File: src/rtl/mem_wide_narrow_sched.sv
// mem_wide_narrow_sched
// Owns the wide/narrow select of a tile's bank multiplexer. Narrow traffic is
// drained and every bank must be ready before the banks go to the wide port,
// so a wide request is always granted at once. Starvation is bounded both ways.
//
// Ports:
//   clk_i, rst_i        clock, synchronous active-high reset
//   narrow_valid_i      raw per-port narrow request valid (before gating)
//   narrow_hold_o       1 = mask this port's valid/ready toward the mux
//   wide_valid_i        raw wide request valid
//   wide_ready_i        wide ready from the mux
//   wide_gate_o         1 = pass wide valid to the mux
//   out_req_valid_i     mux output request valid, per bank
//   out_req_ready_i     bank ready
//   out_rsp_valid_i     bank response valid
//   out_rsp_ready_i     bank response ready
//   out_rsp_wide_i      response tag, 1 = wide response
//   sel_wide_o          drives the mux sel_wide_i
//   err_o               sticky protocol error, cleared only by reset
module mem_wide_narrow_sched #(
    parameter int unsigned NrPorts        = 4,
    parameter int unsigned MaxOutstanding = 4,
    parameter int unsigned WideWaitMax    = 8,
    parameter int unsigned WideBurstMax   = 16
) (
    input  logic               clk_i,
    input  logic               rst_i,
    input  logic [NrPorts-1:0] narrow_valid_i,
    output logic [NrPorts-1:0] narrow_hold_o,
    input  logic               wide_valid_i,
    input  logic               wide_ready_i,
    output logic               wide_gate_o,
    input  logic [NrPorts-1:0] out_req_valid_i,
    input  logic [NrPorts-1:0] out_req_ready_i,
    input  logic [NrPorts-1:0] out_rsp_valid_i,
    input  logic [NrPorts-1:0] out_rsp_ready_i,
    input  logic [NrPorts-1:0] out_rsp_wide_i,
    output logic               sel_wide_o,
    output logic               err_o
);

    localparam int unsigned CntW  = $clog2(MaxOutstanding + 1);
    localparam int unsigned WaitW = $clog2(WideWaitMax + 1);
    localparam int unsigned BeatW = $clog2(WideBurstMax + 1);

    localparam logic [CntW-1:0]  CntMax  = CntW'(MaxOutstanding);
    localparam logic [WaitW-1:0] WaitMax = WaitW'(WideWaitMax);
    localparam logic [BeatW-1:0] BeatMax = BeatW'(WideBurstMax);

    typedef enum logic [1:0] {
        ST_NARROW = 2'd0,
        ST_DRAIN  = 2'd1,
        ST_WIDE   = 2'd2
    } state_t;

    state_t             state;
    state_t             state_next;
    logic [CntW-1:0]    cnt      [NrPorts];
    logic [CntW-1:0]    cnt_next [NrPorts];
    logic [WaitW-1:0]   wwait;
    logic [WaitW-1:0]   wwait_next;
    logic [BeatW-1:0]   wbeat;
    logic [BeatW-1:0]   wbeat_next;
    logic [NrPorts-1:0] inc;
    logic [NrPorts-1:0] dec;
    logic               banks_idle;
    logic               cnt_err;
    logic               wide_err;

    // Narrow issue only counts while the banks face the narrow ports; wide
    // responses never touch the narrow counters.
    assign inc = out_req_valid_i & out_req_ready_i & {NrPorts{state != ST_WIDE}};
    assign dec = out_rsp_valid_i & out_rsp_ready_i & ~out_rsp_wide_i;

    // Per-port outstanding counters. Simultaneous issue and retire is a net
    // zero and therefore never an overflow or underflow.
    always_comb begin
        cnt_err    = 1'b0;
        banks_idle = 1'b1;
        for (int i = 0; i < int'(NrPorts); i++) begin
            cnt_next[i] = cnt[i];
            if (cnt[i] != '0) begin
                banks_idle = 1'b0;
            end
            if (inc[i] && !dec[i]) begin
                if (cnt[i] == CntMax) begin
                    cnt_err = 1'b1;
                end else begin
                    cnt_next[i] = cnt[i] + CntW'(1);
                end
            end else if (dec[i] && !inc[i]) begin
                if (cnt[i] == '0) begin
                    cnt_err = 1'b1;
                end else begin
                    cnt_next[i] = cnt[i] - CntW'(1);
                end
            end
        end
    end

    // Next state, wide wait and burst counters.
    always_comb begin
        state_next = state;
        wwait_next = '0;
        wbeat_next = wbeat;

        if (state == ST_NARROW && wide_valid_i) begin
            wwait_next = (wwait == WaitMax) ? wwait : wwait + WaitW'(1);
        end

        case (state)
            ST_NARROW: begin
                if (wide_valid_i && (narrow_valid_i == '0 || wwait == WaitMax)) begin
                    state_next = ST_DRAIN;
                end
            end
            ST_DRAIN: begin
                if (!wide_valid_i) begin
                    state_next = ST_NARROW;
                end else if (banks_idle && (&out_req_ready_i)) begin
                    state_next = ST_WIDE;
                    wbeat_next = '0;
                end
            end
            ST_WIDE: begin
                // A beat accepted in the exit cycle still completes.
                if (wide_valid_i && wide_ready_i && wbeat != BeatMax) begin
                    wbeat_next = wbeat + BeatW'(1);
                end
                if (!wide_valid_i || (wbeat == BeatMax && (|narrow_valid_i))) begin
                    state_next = ST_NARROW;
                end
            end
            default: begin
                state_next = ST_NARROW;
            end
        endcase
    end

    // The mux must grant a wide request in the same cycle while in WIDE.
    assign wide_err = (state == ST_WIDE) && wide_valid_i && !wide_ready_i;

    // State, counters and registered outputs.
    always_ff @(posedge clk_i) begin
        if (rst_i) begin
            state       <= ST_NARROW;
            wwait       <= '0;
            wbeat       <= '0;
            sel_wide_o  <= 1'b0;
            wide_gate_o <= 1'b0;
            err_o       <= 1'b0;
            for (int i = 0; i < int'(NrPorts); i++) begin
                cnt[i] <= '0;
            end
        end else begin
            state       <= state_next;
            wwait       <= wwait_next;
            wbeat       <= wbeat_next;
            sel_wide_o  <= (state_next == ST_WIDE);
            wide_gate_o <= (state_next == ST_WIDE);
            err_o       <= err_o | cnt_err | wide_err;
            for (int i = 0; i < int'(NrPorts); i++) begin
                cnt[i] <= cnt_next[i];
            end
        end
    end

    // Combinational from registered state so a port is masked the same cycle
    // it is throttled or the banks leave narrow mode.
    always_comb begin
        for (int i = 0; i < int'(NrPorts); i++) begin
            narrow_hold_o[i] = (state != ST_NARROW) || (cnt[i] == CntMax);
        end
    end

endmodule
File: config.mk
export PLATFORM = sky130hd
export DESIGN_NAME = mem_wide_narrow_sched
export DESIGN_NICKNAME = d
export VERILOG_FILES = /design/src/rtl/mem_wide_narrow_sched.sv
export SDC_FILE = /design/constraint.sdc
export NUM_CORES = 1
export LEC_CHECK = 0
export ABC_AREA = 1
export BUFFER_PORTS_ARGS = -buffer_cell sky130_fd_sc_hd__buf_2
export CAP_MARGIN = 20
export CORE_AREA = 2 2 68 70
export CTS_CLUSTER_DIAMETER = 200
export DETAILED_ROUTE_END_ITERATION = 16
export DIE_AREA = 0 0 70 72
export PLACE_DENSITY = 0.62
export SLEW_MARGIN = 10
export SYNTH_ARGS = -nofsm -noshare
export SYNTH_HDL_FRONTEND = slang
export SYNTH_SLANG_ARGS = --single-unit
export TNS_END_PERCENT = 10
File: constraint.sdc
create_clock -name clk_i -period 3.6 [get_ports clk_i]
set_input_delay 0.36 -clock clk_i [delete_from_list [all_inputs] [get_ports clk_i]]
set_output_delay 0.36 -clock clk_i [all_outputs]
set_load 0.05 [all_outputs]
[Word-level counts from Yosys, hierarchy flattened]
Memory sizes are Yosys's and may differ from the RTL's.
Cells that the tools add are included.
Storage, ports and cells
  flip-flop bits (word level): 13
  latch bits: 0
  bits in writable memories: 12
  memory bits (read-only): 0
  bits of input ports: 28
  output and inout port bits: 7
  memories kept: 1
Memories
  cnt: words 4, width 3, read ports 4, clocked after memory_dff 0, wr ports 4, line 58  | logic [CntW-1:0] cnt [NrPorts];
Operators by class
  add/sub/neg operators: 10
  multipliers: 0
  divide/modulo/power cells: 0
  order comparisons: 0
  eq/ne operators: 14
  shift-type cells: 0
  muxes and demuxes: 52
  bitwise gates (word level): 12
  reduce and logical (&&, ||, !) cells: 48
Operators with widths (number)
  3-bit 2-to-1 mux: 20
  1-bit 2-to-1 mux: 23
  4-bit AND: 4
  1-bit logical AND: 16
  5-bit 2-to-1 mux: 3
  3-bit by 1-bit adder with 3-bit output, second input constant: 4
  3-bit equality test, second input constant: 4
  3-bit logical NOT: 4
  3-bit nonzero test: 4
  3-bit by 1-bit subtractor with 3-bit output, second input constant: 4
  1-bit logical NOT: 10
  5-bit case mux with 2 select lines: 1
  2-bit 2-to-1 mux: 4
  2-bit != test, second input constant: 4
  4-bit AND reduction: 2
  1-bit logical OR: 6
  1-bit OR: 6
  2-bit case mux with 3 select lines: 1
  5-bit by 1-bit adder with 5-bit output, second input constant: 1
  5-bit equality test, second input constant: 1
  5-bit != test, second input constant: 1
  4-bit by 1-bit adder with 4-bit output, second input constant: 1
  2-bit equality test, second input constant: 2
  4-bit equality test, second input constant: 1
  8 further kinds: 9

[Logic depth before layout (Yosys ltp)]
Gate-level depths: netlist of the first run.
  word-level depth: 17
  mapped depth: 11

[Least setup slack after synthesis of the first run]
Ideal clock, no wire load.
  path kind: register to output
  start point: memory cnt[0][2] in the netlist's numbering
  end point: output narrow_hold_o[0]
  arrival time: 1629 ps
  setup slack: 1611 ps
  stages on the path, launching flop included: 3
  path buffers: 0
  cells stage by stage: dfxtp_1 > inv_1 > o31ai_1
RTL lines
  start: declaration: line 58
  end: declaration: line 29  | output logic [NrPorts-1:0] narrow_hold_o,

==> results of run 1 <==
## layout make-up
cell class / count / area (µm²)
well taps: 52 / 65.1
clock inverters: 1 / 5.00
inverters: 34 / 128
repair buffers: 34 / 170
flip-flops and latches: 25 / 500
clock buffers: 3 / 41.3
multi-input cells: 162 / 1010
fillers: 466 / 2340
## power by group through the flow
| stage | combinational [µW] | sequential [µW] | clock [µW] |
|---|---|---|---|
| 6_report | 213 | 327 | 168 |
| 5_1_grt | 246 | 333 | 187 |
| 3_3_place_gp | 214 | 334 | 0 |
| 4_1_cts | 217 | 328 | 177 |
| 3_5_place_dp | 215 | 334 | 0 |
| 2_1_floorplan | 157 | 339 | 0 |
## metrics by stage
| stage | instance area [µm²] | util [%] | power, µW | instances |
|---|---|---|---|---|
| 3_3_place_gp | 1880 | 44.0 | 548 | 307 |
| 5_1_grt | 1920 | 45.1 | 766 | 311 |
| 3_5_place_dp | 1880 | 44.0 | 549 | 307 |
| 4_1_cts | 1920 | 45.1 | 721 | 311 |
| 2_1_floorplan | 1660 | - | 496 | 224 |
| 6_report | 1920 | 45.1 | 708 | 311 |
## path summary, 6_finish.rpt
| check | startpoint | end | slack (ns) | cells past startpoint |
|---|---|---|---|---|
| setup / recovery | state[0] | cnt[0][2] | 1.60 | 11 |
| hold / removal | wide_valid_i | wwait[0] | 0.42 | 3 |
| setup reg to reg | state[0] | cnt[0][2] | 1.60 | 11 |
| hold reg to reg | wwait[3] | wwait[3] | 0.46 | 1 |
## state kept, by name, summed over array words and instances, names as in the netlist
| name | cells |
|---|---|
| cnt | 12 |
| err_o | 1 |
| wwait | 4 |
| wbeat | 5 |
| sel_wide_o | 1 |
| state | 2 |
## worst max-delay path, delay by kind of cell (launching register included)
family	cells	cell delay, ns
AOI/OAI and AO/OA	1	0.14
xor gates and xnor gates	1	0.21
buffers and inverters	3	0.24
and+or+nand+nor	4	0.42
adders and majority gates	2	0.57
DFF	1	0.33
## metal layers
layer	track usage, %	vias to the layer above
li1	-	786
met1	18.5	630
met2	25.1	30
met3	2.50	2
met4	3.85	0
met5	0	-
## cells in the mapped netlist (all sizes together)
cell	instances	area share (%)
a211oi	3	1.4
a21oi	17	5.1
buf	2	0.68
clkbuf	1	0.23
dfxtp	25	30
fa	4	4.8
ha	12	9.1
inv	34	7.7
nand2	37	10
nand3	20	6.9
nand3b	1	0.45
nand4	3	1.1
nor2	33	8.8
nor3	5	2.2
nor3b	1	0.45
o211ai	1	0.45
o21ai	12	3.6
o21bai	1	0.45
o31ai	1	0.45
xnor2	7	3.7
xor2	4	2.1
## logic make-up (layout without fill, tap and decap cells)
kind of cell             after synthesis  in the layout  share of synthesized area (%)
adder cells (fa/ha/maj)               16             16                           13.9
AO/OA/AOI/OAI                         35             35                           11.5
XOR/XNOR                              11             11                           5.81
flip-flops                            25             25                           30.2
buffers and inverters                 37             72                           8.60
AND/OR/NAND/NOR                      100            100                           30.0
==> out/results.env, run 1 <==
OUTCOME='complete, no violations'
POST-PLACE-WS_NS=1.59
ANTENNA_CELLS=0
AVGSYNTHCELLAREA_UM2=7.40
RELSLEWSLACK_PCT=65.3
HOLD_SLACK_NS=0.415
DRIVE_ABOVE_1_SHARE_PCT=21.6
SYN2LAYOUT_AREA_GROWTH_PCT=16.1
CLOCK-ROOT-BUFFER='clkbuf_8'
INITIAL_UTILIZATION_PCT=38.9
MET1_WIRELENGTH_UM=1620
RSZ0062_AT_GRT='no'
IR_WORST_VDD_uV=154
DIE_H_UM=72
CTS-BUFFERS-INSERTED=3
LAYOUT_WORST_PATH_CYCLE_SHARE_PCT=55.5
SWITCHING_POWER_uW=250
SYNTH_SEQ_AREA_SHARE_PCT=30.2
HOLD_CLASS='primary input to flop'
COMBPWRFRAC_PCT=30.1
CRIT_PATH_DAT_NS=2.17
WORSTSETUPSTARTPOINTTYPE='flop'
DRC_ERRORS=0
YOSYSWARNINGS=0
POST_CTS_RESIZED=0
SEQUENTIAL_SHARE_OF_POWER_PCT=46.1
SYN_INST=224
CORE_AREA_UM2=4260
FINAL_MAX_SLEW_VIOL_COUNT=0
DIE_WIDTH_UM=70
TIMING.CRITICAL_PATH.SLOWEST_CELL_DELAY_NS=0.38
VIAS=1448
CTSLONGESTPATHBUFFERS=2
FINALWORSTSETUPSLACK_NS=1.60
TOP_LAYER_USED='met4'
INTPOWER_uW=458
DRV_CAP=0
CTS-HOLD-FIX-BUFFERS=0
STATIC_LEAKAGE_uW=0.000912
SYNTH_CELL_TYPE_COUNT=29
DETAILEDROUTE.FIRSTPASSITERATIONCOUNT=4
LAYOUT.CELLS.MOST_COMMON='buf_2'
POST_SYNTH_INSTANCE_AREA_UM2=1660
NETSWITCHINGFRACTION_PCT=35.3
GRT_FIRST_PASS_WIRELENGTH_UM=5960
SETUP_TOTAL_NEGATIVE_SLACK_NS=0
TOTALWIRELENGTH_UM=3250
CRITICAL-PATH-TOP-CELL-BY-COUNT='inv_1'
FINAL_PERIOD_MINUS_WORST_SETUP_SLACK_NS=2.00
DESIGN.FINAL.NETS=304
TIMING.FMAX_GHz=0.501
CRIT_PATH_TOP_DELAY_CELL='fa_1'
DRT_ITER0_MARKERS=27
GLOBALROUTEOVERFLOWTOTAL=0
FINAL_CELL_MIX='34 x buf_2, 32 x inv_1, 32 x nand2_1, 26 x nor2_1, 25 x dfxtp_1'
POST-DP-HPWL_UM=2640
GRT_PASS1_VIAS=1405
TIGHTESTPINTRANSITION_NS=0.519
CLKTRANSATPATHREGS_NS=0.10
PIN_COUNT_OF_THE_BIGGEST_NET_ENTERING_GLOBAL_ROUTING=15
VIASPERCELL=4.66
ROUTE.ANTENNA.REMAINING_NETS=0
YS_FF_LATCH=25
POWER_DENSITY_nW_PER_UM2=368
ROUTEDWLPERCELL_UM=10.5
CTS-HTREE-LEVELS=1
DETAILROUTE.WIRELENGTH.MET2_UM=1460
TIMING.SETUP.CRITICAL_PATH_CLASS='flop to flop'
TIMING.CLOCK.SKEW_NS=0.0111
CRITICAL_PATH_PEAK_FANOUT=9
FLOORPLAN.DIE_AREA_UM2=5040
DR_WL_MET3_UM=149
SYNTHESIS.NETS=268
TRITONCTS='yes'
SETUP_VIOLATIONS=0
REQUIRED_TIME_OF_THE_WORST_SETUP_PATH_NS=3.77
TOP_LEVEL_PORTS=35
CLOCK_POWER_SHARE_PCT=23.8
ANTENNA_FOUND_INITIAL=0
PLACEMENT_ROWS=24
POST_CTS_BUFFERS=0
IO_BUFFERS=34
TIMING.CRITICAL_PATH.CELLS='inv_1 -> nand2_2 -> nand3_1 -> inv_1 -> ha_1 -> inv_1 -> fa_1 -> xor2_1 -> nor2_1 -> o21ai_0 -> nor2_1'
PLACE_CONGESTION=0.786
CTS.SINKS=25
GLOBALROUTETOTALUTIL_PCT=14.4
FINAL_HOLD_VIOL_COUNT=0
ENDPOINT_KIND='flop'
WORST_SKEW_LATE_LATENCY_NS=0.27
Note: power is estimated with default switching activity, not from simulation.
==> run 2: changes to the inputs <==
Clock period 3.6 ns to 1.93 ns, I/O delays scaled along.
==> run 2 against run 1 <==
Core utilization up 1.5 points. Sequential share of layout area down 0.72 points. Register-to-register slack worse by 1.4 ns. Fmax up 13%. Largest cell class unchanged.
==> out/results.env, run 2 (synthesis results as in run 1) <==
OUTCOME='complete, no violations'
INITIAL_UTILIZATION_PCT=38.9  # unchanged
GRT_PASS1_VIAS=1473  # +4.8%
NUMPLACEDINSTANCES=310  # +0.98%
FINAL_HOLD_VIOL_COUNT=0  # unchanged
TOTALWIRELENGTH_UM=3410  # +4.7%
FINALWORSTSETUPSLACK_NS=0.156  # -1.45 ns
PIN_COUNT_OF_THE_BIGGEST_NET_ENTERING_GLOBAL_ROUTING=15  # unchanged
WORSTSETUPSTARTPOINTTYPE='flop'
RR_STARTPOINT='state[0]'
REGISTERS.TOP_BY_FF_COUNT='cnt'
ANTENNA_CELLS=0  # unchanged
REQUIRED_TIME_OF_THE_WORST_SETUP_PATH_NS=2.10  # -1.67 ns
WORST_SKEW_LATE_LATENCY_NS=0.27  # about the same
ANTENNA_FOUND_INITIAL=0  # unchanged
N_FILL_CELL=440  # -5.6%
LAYOUT_WORST_PATH_CYCLE_SHARE_PCT=91.9  # +36 points
SETUP_TOTAL_NEGATIVE_SLACK_NS=0  # unchanged
POWER_DENSITY_nW_PER_UM2=676  # +84%
CORE_AREA_UM2=4260  # unchanged
FINAL_MAX_SLEW_VIOL_COUNT=0  # unchanged
CRIT_PATH_TOP_DELAY_CELL='fa_1'
IO_BUFFERS=34  # unchanged
TIGHTESTPINTRANSITION_NS=0.387  # -0.131 ns
LARGEST_REG_FLOPS=12  # unchanged
PLACE_CONGESTION=0.838  # +6.6%
RELSLEWSLACK_PCT=74.1  # +8.8 points
TRITONCTS='yes'
TIMING.SETUP.CRITICAL_PATH_CLASS='flop to flop'
VIASPERCELL=4.75  # +2.0%
TIMING.CRITICAL_PATH.TO='cnt[0][2]'
TIMING.CLOCK.SKEW_NS=0.00598  # -0.00511 ns
HOLD_CLASS='primary input to flop'
SYN2LAYOUT_AREA_GROWTH_PCT=20.0
GLOBALROUTEOVERFLOWTOTAL=0  # unchanged
ROUTE.ANTENNA.REMAINING_NETS=0  # unchanged
CLOCK-ROOT-BUFFER='clkbuf_8'
DIE_H_UM=72  # unchanged
VIAS=1500  # +3.6%
ENDPOINT_KIND='flop'
POST-PLACE-WS_NS=-0.00363  # -1.59 ns
DRIVE_ABOVE_1_SHARE_PCT=25.4  # +3.8 points
CTS-BUFFERS-INSERTED=3  # unchanged
LAYOUT.CELLS.MOST_COMMON='buf_2'
CTSLONGESTPATHBUFFERS=2  # unchanged
DESIGN.FINAL.NETS=309  # +1.6%
TIMING.FMAX_GHz=0.564  # +13%
TIMING.CRITICAL_PATH.CELLS='inv_2 -> nand2_2 -> nand3_2 -> inv_1 -> ha_4 -> inv_1 -> fa_1 -> xor2_1 -> nor2_1 -> o21ai_1 -> nor2_1'
CTS.SINKS=25  # unchanged
WORST_R2R_DST='cnt[0][2]'
DETAILEDROUTE.FIRSTPASSITERATIONCOUNT=4  # unchanged
POST-DP-HPWL_UM=2780  # +5.4%
DIE_WIDTH_UM=70  # unchanged
CTS-HTREE-LEVELS=1  # unchanged
SETUP_VIOLATIONS=0  # unchanged
FLOORPLAN.DIE_AREA_UM2=5040  # unchanged
DRT_ITER0_MARKERS=38  # +41%
DRV_CAP=0  # unchanged
TIMING.CRITICAL_PATH.SLOWEST_CELL_DELAY_NS=0.37  # about the same
FINAL-INSTANCE-COUNT-EXCL-FILL=316  # +1.6%
IR_WORST_VDD_uV=290  # +89%
CRIT_PATH_DAT_NS=1.94  # -0.23 ns
DRC_ERRORS=0  # unchanged
GLOBALROUTETOTALUTIL_PCT=14.6  # +0.29 points
TOP_LEVEL_PORTS=35  # unchanged
LARGESTREGISTERS='cnt: 12 flops, wbeat: 5 flops, wwait: 4 flops'
WORST-R2R-CELL-COUNT=11  # unchanged
FINAL_PERIOD_MINUS_WORST_SETUP_SLACK_NS=1.77  # -0.224 ns
STATIC_LEAKAGE_uW=0.000940  # +3.0%
ROUTEDWLPERCELL_UM=10.8  # +3.1%
CRITICAL_PATH_PEAK_FANOUT=4  # -5
CLKTRANSATPATHREGS_NS=0.09  # about the same
GRT_FIRST_PASS_WIRELENGTH_UM=6090  # +2.1%
REGTOREGSETUPSLACK_NS=0.16  # -1.45 ns
PLACEMENT_ROWS=24  # unchanged
FINAL_CELL_MIX='34 x buf_2, 32 x nand2_1, 31 x inv_1, 26 x nor2_1, 23 x dfxtp_1'
CRITICAL_PATH.STARTPOINT='state[0]'
==> run 2: cell count changes in the layout (fill, tap and decap cells not counted), sizes merged <==
| cell | previous run | this run |
|---|---|---|
| buf | 34 | 39 |
==> run 2: metal layers <==
layer | wire, µm | share of wire (%) | vias to the layer above | GRT usage, %
met3 | 164 | 4.8 | 2 | 2.08
met4 | 27 | 0.79 | 0 | 5.13
met2 | 1590 | 47 | 39 | 25.9
li1 | - | - | 798 | -
met1 | 1630 | 48 | 661 | 18.3
met5 | 0 | 0 | - | 0
==> run 2: how the worst min path moves through the flow <==
stage	start	endpoint	slack, ns	cells after the start
6_report	wide_valid_i	state[0]	0.23	3
5_1_grt	rst_i	wbeat[1]	0.25	2
4_1_cts	wide_valid_i	state[0]	0.23	3
3_5_place_dp	wwait[3]	wwait[3]	0.45	1
3_3_place_gp	wwait[3]	wwait[3]	0.45	1
2_1_floorplan	wide_valid_i	wwait[0]	0.35	2
==> run 2: layout make-up <==
cell class	count	area (µm²)	share of cell area [%]
Timing Repair Buffer	39	208	10.4
Sequential cell	25	503	25.3
Clock buffer	3	41.3	2.08
Inverter	34	128	6.42
Clock inverter	1	5.00	0.252
Tap cell	52	65.1	3.27
Multi-Input combinational cell	162	1040	52.3
==> run 2: where the power goes <==
group / switching, µW / total [µW] / internal [µW]
logic: 255 / 418 / 163
registers: 53.9 / 612 / 558
clock network: 169 / 314 / 144
==> run 2: repair_timing <==
action	CTS	global route
gates cloned	0	0
resized for setup	1	8
setup buffers	0	2
hold buffers	0	0
pin swaps	1	4
endpoints found under the setup margin	1	2
==> run 2: worst max-delay path: cells and delay by family, from the launching register on <==
kind / cells / cell delay (ns)
simple gates: 4 / 0.30
fa+ha+maj: 2 / 0.51
flops: 1 / 0.35
xor+xnor: 1 / 0.20
buf+inv: 3 / 0.21
compound gates: 1 / 0.11
==> run 2: through the flow <==
stage                     power [µW]  hold WS, ns  utilization (%)  cell area [µm²]
final                           1340        0.225             46.7             1990
after global routing            1440        0.251             46.7             1990
after CTS                       1350        0.228             45.7             1950
after detailed placement        1040        0.451             44.6             1900
after global placement          1030        0.445             44.6             1900
after floorplan                  924        0.352                -             1660
==> run 3: changes to the inputs <==
Settings changed: ABC_AREA 1 to default, CORE_AREA 2 2 68 70 to 2 2 60 62, DIE_AREA 0 0 70 72 to 0 0 62 64, PLACE_DENSITY 0.62 to 0.78.
==> run 3 against run 2 <==
Sequential power is 6.5% lower. Highest routed layer unchanged. Non-clock buffer count is 6 higher. Power is 14% lower. Flip-flop and latch count stayed put. Via count is 4.4% higher. Die area is 21% lower. Final area is 7.1% higher. Critical endpoint unchanged. Setup slack worse by 0.11 ns. Fmax is 5.9% lower. Worst hold slack worse by 0.020 ns.
==> out/results.env, run 3 <==
CLOCK-ROOT-BUFFER='clkbuf_4'
SYNTHSIMPLEGATEAREAFRAC_PCT=23.7  # -6.3 points
SYNTH_COMPOUND_AREA_SHARE_PCT=18.3  # +6.8 points
CTSLONGESTPATHBUFFERS=2  # unchanged
GLOBALROUTEOVERFLOWTOTAL=0  # unchanged
TIMING.CRITICAL_PATH.BUF_INV=1  # -2
WORST_SKEW_LATE_LATENCY_NS=0.33  # +0.06 ns
DRIVE_ABOVE_1_SHARE_PCT=34.1  # +8.7 points
ENDPOINT_KIND='flop'
TIMING.FMAX_GHz=0.530  # -5.9%
DRT_ITER0_MARKERS=45  # +18%
IO_BUFFERS=34  # unchanged
DRV_CAP=0  # unchanged
POWER_DENSITY_nW_PER_UM2=545  # -19%
N_FILL_CELL=292  # -34%
SEQUENTIAL_SHARE_OF_POWER_PCT=49.2  # +3.7 points
SYNTH.CELLS.MOST_FREQUENT='26 x inv_1, 26 x nor2_1, 25 x dfxtp_1, 25 x nand2_1, 14 x a21oi_1'
ROUTEDWLPERCELL_UM=12.1  # +12%
POST_SYNTH_INSTANCE_AREA_UM2=1710  # +3.0%
MAIN_COMBINATIONAL_CELL_FAMILY_BY_AREA_AFTER_SYNTHESIS='simple AND/OR/NAND/NOR gates'
LARGESTREGISTERS='cnt: 12 flops, wbeat: 5 flops, wwait: 4 flops'
HOLD_SLACK_NS=0.205  # -0.0204 ns
PIN_COUNT_OF_THE_BIGGEST_NET_ENTERING_GLOBAL_ROUTING=16  # +1
YOSYS.AREA.TOP_TYPE='dfxtp_1'
CELL_CLASS_CONTRIBUTING_THE_BIGGEST_SHARE_OF_WORST_PATH_DELAY='simple AND/OR/NAND/NOR gates'
INITIAL_UTILIZATION_PCT=52.0  # +13 points
TOTALWIRELENGTH_UM=3680  # +7.9%
SYNTH.TOP_CELL.AREA_SHARE_PCT=29.3  # -0.88 points
POSTSYNTH.ASYNCRESETSHARE_PCT=0  # unchanged
OUTCOME='complete, no violations'
INTPOWER_uW=772  # -11%
RSZ0062_AT_GRT='yes'
FINAL_CELL_MIX='34 x buf_2, 25 x nand2_1, 23 x nor2_1, 23 x dfxtp_1, 21 x inv_1'
LAYOUT_WORST_PATH_CYCLE_SHARE_PCT=97.7  # +5.8 points
GLOBALROUTETOTALUTIL_PCT=19.6  # +4.9 points
DRC_ERRORS=0  # unchanged
YOSYSWARNINGS=0  # unchanged
FLOORPLAN.DIE_AREA_UM2=3970  # -21%
POST-DP-HPWL_UM=2800  # +0.57%
POST_SYNTH_MUX_AREA_SHARE_PCT=3.00  # +3.0 points
LARGEST_REG_FLOPS=12  # unchanged
ROUTE.ANTENNA.REMAINING_NETS=0  # unchanged
COMBPWRFRAC_PCT=28.9  # -2.2 points
SYNTH-ADDER-AREA-SHARE_PCT=13.5  # -0.41 points
CTS-BUFFERS-INSERTED=3  # unchanged
SYN_INST=212  # -5.4%
CRIT_PATH_TOP_DELAY_CELL='dfxtp_2'
SYN2LAYOUT_AREA_GROWTH_PCT=24.8
REGTOREGSETUPSLACK_NS=0.04  # -0.11 ns
LAYOUT.CELLS.MOST_COMMON='buf_2'
SYNTH_SEQ_AREA_SHARE_PCT=29.3  # -0.88 points
RELSLEWSLACK_PCT=70.0  # -4.1 points
DETAILEDROUTE.FIRSTPASSITERATIONCOUNT=4  # unchanged
CTS.SINKS=25  # unchanged
DIE_H_UM=64  # -11%
TRITONCTS='yes'
GRT_FIRST_PASS_WIRELENGTH_UM=5930  # -2.5%
TIMING.CRITICAL_PATH.CELLS='nand2b_4 -> and3_4 -> ha_4 -> inv_2 -> fa_2 -> nor2_2 -> o21ba_2 -> o21ai_0 -> a21oi_2'
CRITICAL_PATH.STARTPOINT='state[0]'
IR_WORST_VDD_uV=412  # +42%
TIMING.CLOCK.SKEW_NS=0.00988  # +0.00390 ns
HOLD_CLASS='primary input to flop'
VIAS=1566  # +4.4%
CTS-HOLD-FIX-BUFFERS=0  # unchanged
SYNTHXORXNORAREAFRAC_PCT=5.13  # -0.68 points
GRT_PASS1_VIAS=1376  # -6.6%
TIMING.CRITICAL_PATH.SLOWEST_CELL_DELAY_NS=0.36  # about the same
FINALWORSTSETUPSLACK_NS=0.0449  # -0.112 ns
SYNTH_TOP_FLOP_CELL='dfxtp_1'
FINAL_HOLD_VIOL_COUNT=0  # unchanged
CORE_AREA_UM2=3280  # -23%
SYNTH-EDFF-COUNT=0  # unchanged
ANTENNA_CELLS=0  # unchanged
STATIC_LEAKAGE_uW=0.000916  # -2.5%
SWITCHING_POWER_uW=389  # -19%
HOLD_PATH.STARTPOINT='rst_i'
TIGHTESTPINTRANSITION_NS=0.448  # +0.0609 ns
CRIT_PATH_DAT_NS=2.11  # +0.17 ns
PLACE_CONGESTION=0.844  # +0.72%
RR_STARTPOINT='state[0]'
SYNTH_CELL_TYPE_COUNT=39  # +34%
SYNTHESIS.NETS=256  # -4.5%
CLOCK_POWER_SHARE_PCT=21.8  # -1.5 points
NETSWITCHINGFRACTION_PCT=33.5  # -2.0 points
REQUIRED_TIME_OF_THE_WORST_SETUP_PATH_NS=2.16  # +0.06 ns
ANTENNA_FOUND_INITIAL=0  # unchanged
VIASPERCELL=5.15  # +8.5%
CTS-HTREE-LEVELS=1  # unchanged
DIE_WIDTH_UM=62  # -11%
FINAL_MAX_SLEW_VIOL_COUNT=0  # unchanged
POST-PLACE-WS_NS=-0.0278  # -0.0241 ns
REGISTERS.TOP_BY_FF_COUNT='cnt'
TOTAL_POWER_uW=1160  # -14%
TIMING.SETUP.CRITICAL_PATH_CLASS='flop to flop'
CRITICAL_PATH_PEAK_FANOUT=5  # +1
YS_FF_LATCH=25  # unchanged
TOP_POST_SYNTHESIS_CELLS_BY_AREA='dfxtp_1 29%, ha_1 8.8%, inv_1 5.7%'
PLACEMENT_ROWS=21  # -13%
DESIGN.FINAL.NETS=303  # -1.9%
FINAL_PERIOD_MINUS_WORST_SETUP_SLACK_NS=1.89  # +0.112 ns
WORSTSETUPSTARTPOINTTYPE='flop'
AVGSYNTHCELLAREA_UM2=8.06  # +8.9%
CLKTRANSATPATHREGS_NS=0.15  # +0.06 ns
TOP_LEVEL_PORTS=35  # unchanged
SETUP_VIOLATIONS=0  # unchanged
-- run 3: cell types whose count changed in the layout (fill, tap and decap cells not counted), moves of 4 or more --
cell	change
fa_2	+4
nand2_1	-7
nand3_2	-4
nand3_1	-12
fa_1	-4
inv_1	-10
mux2i_1	+4
or2_2	+4
buf_4	+6
a21oi_1	-5
-- run 3: through the flow --
step	area, µm²	instances	util [%]	setup TNS, ns
3_3_place_gp	2010	298	61.1	0
6_report	2130	304	64.9	0
4_1_cts	2050	302	62.3	0
5_1_grt	2130	304	64.9	-0.0710
2_1_floorplan	1730	212	-	-0.00754
3_5_place_dp	2010	298	61.1	-0.0422
-- run 3: layout make-up --
class	instances	area, µm²	area share [%]
Clock buffer	3	22.5	1.06
Clock inverter	1	7.51	0.352
Inverter	26	97.6	4.58
Multi-Input combinational cell	158	1190	55.8
Sequential cell	25	503	23.6
Tap cell	46	57.6	2.70
Timing Repair Buffer	45	253	11.9
-- run 3: worst register-to-register path, stage by stage, from the launching register on --
cell,delay [ns]
dfxtp_2,0.36
nand2b_4,0.17
and3_4,0.21
ha_4,0.13
inv_2,0.03
fa_2,0.34
nor2_2,0.13
o21ba_2,0.16
o21ai_0,0.19
a21oi_2,0.07
-- run 3: kinds of logic after synthesis --
group,after synthesis
mux,5
fa+ha+maj,16
compound gates,45
xor+xnor,10
flops,25
simple gates,82
buf+inv,29
-- run 3: path summary, 6_finish.rpt --
| kind | end | depth (start not counted) |
|---|---|---|
| worst min-delay path | cnt[3][0] | 2 |
| worst min register to register | wbeat[1] | 2 |
| worst max-delay path | cnt[0][2] | 9 |
| worst max register to register | cnt[0][2] | 9 |
-- run 3: power groups by stage --
stage                     Combinational [µW]  Clock, µW  Sequential (µW)
after global placement                   303          0              581
after detailed placement                 311          0              581
after global routing                     375        283              576
final                                    336        254              572
after CTS                                313        263              571
after floorplan                          212          0              583
-- run 3: per-layer routing --
metal	part of all wire (%)	track usage, %	up-vias
li1	-	-	810
met1	46	25.6	706
met2	47	32.2	46
met3	5.4	5.06	4
met4	1.1	3.46	0
met5	0	0	-
-- run 3: timing repair --
action / 4_1_cts / 5_1_grt
buffers inserted: 0 / 2
gates resized for setup: 3 / 24
setup endpoints to repair: 3 / 4
gates cloned: 0 / 0
pin swaps: 2 / 13
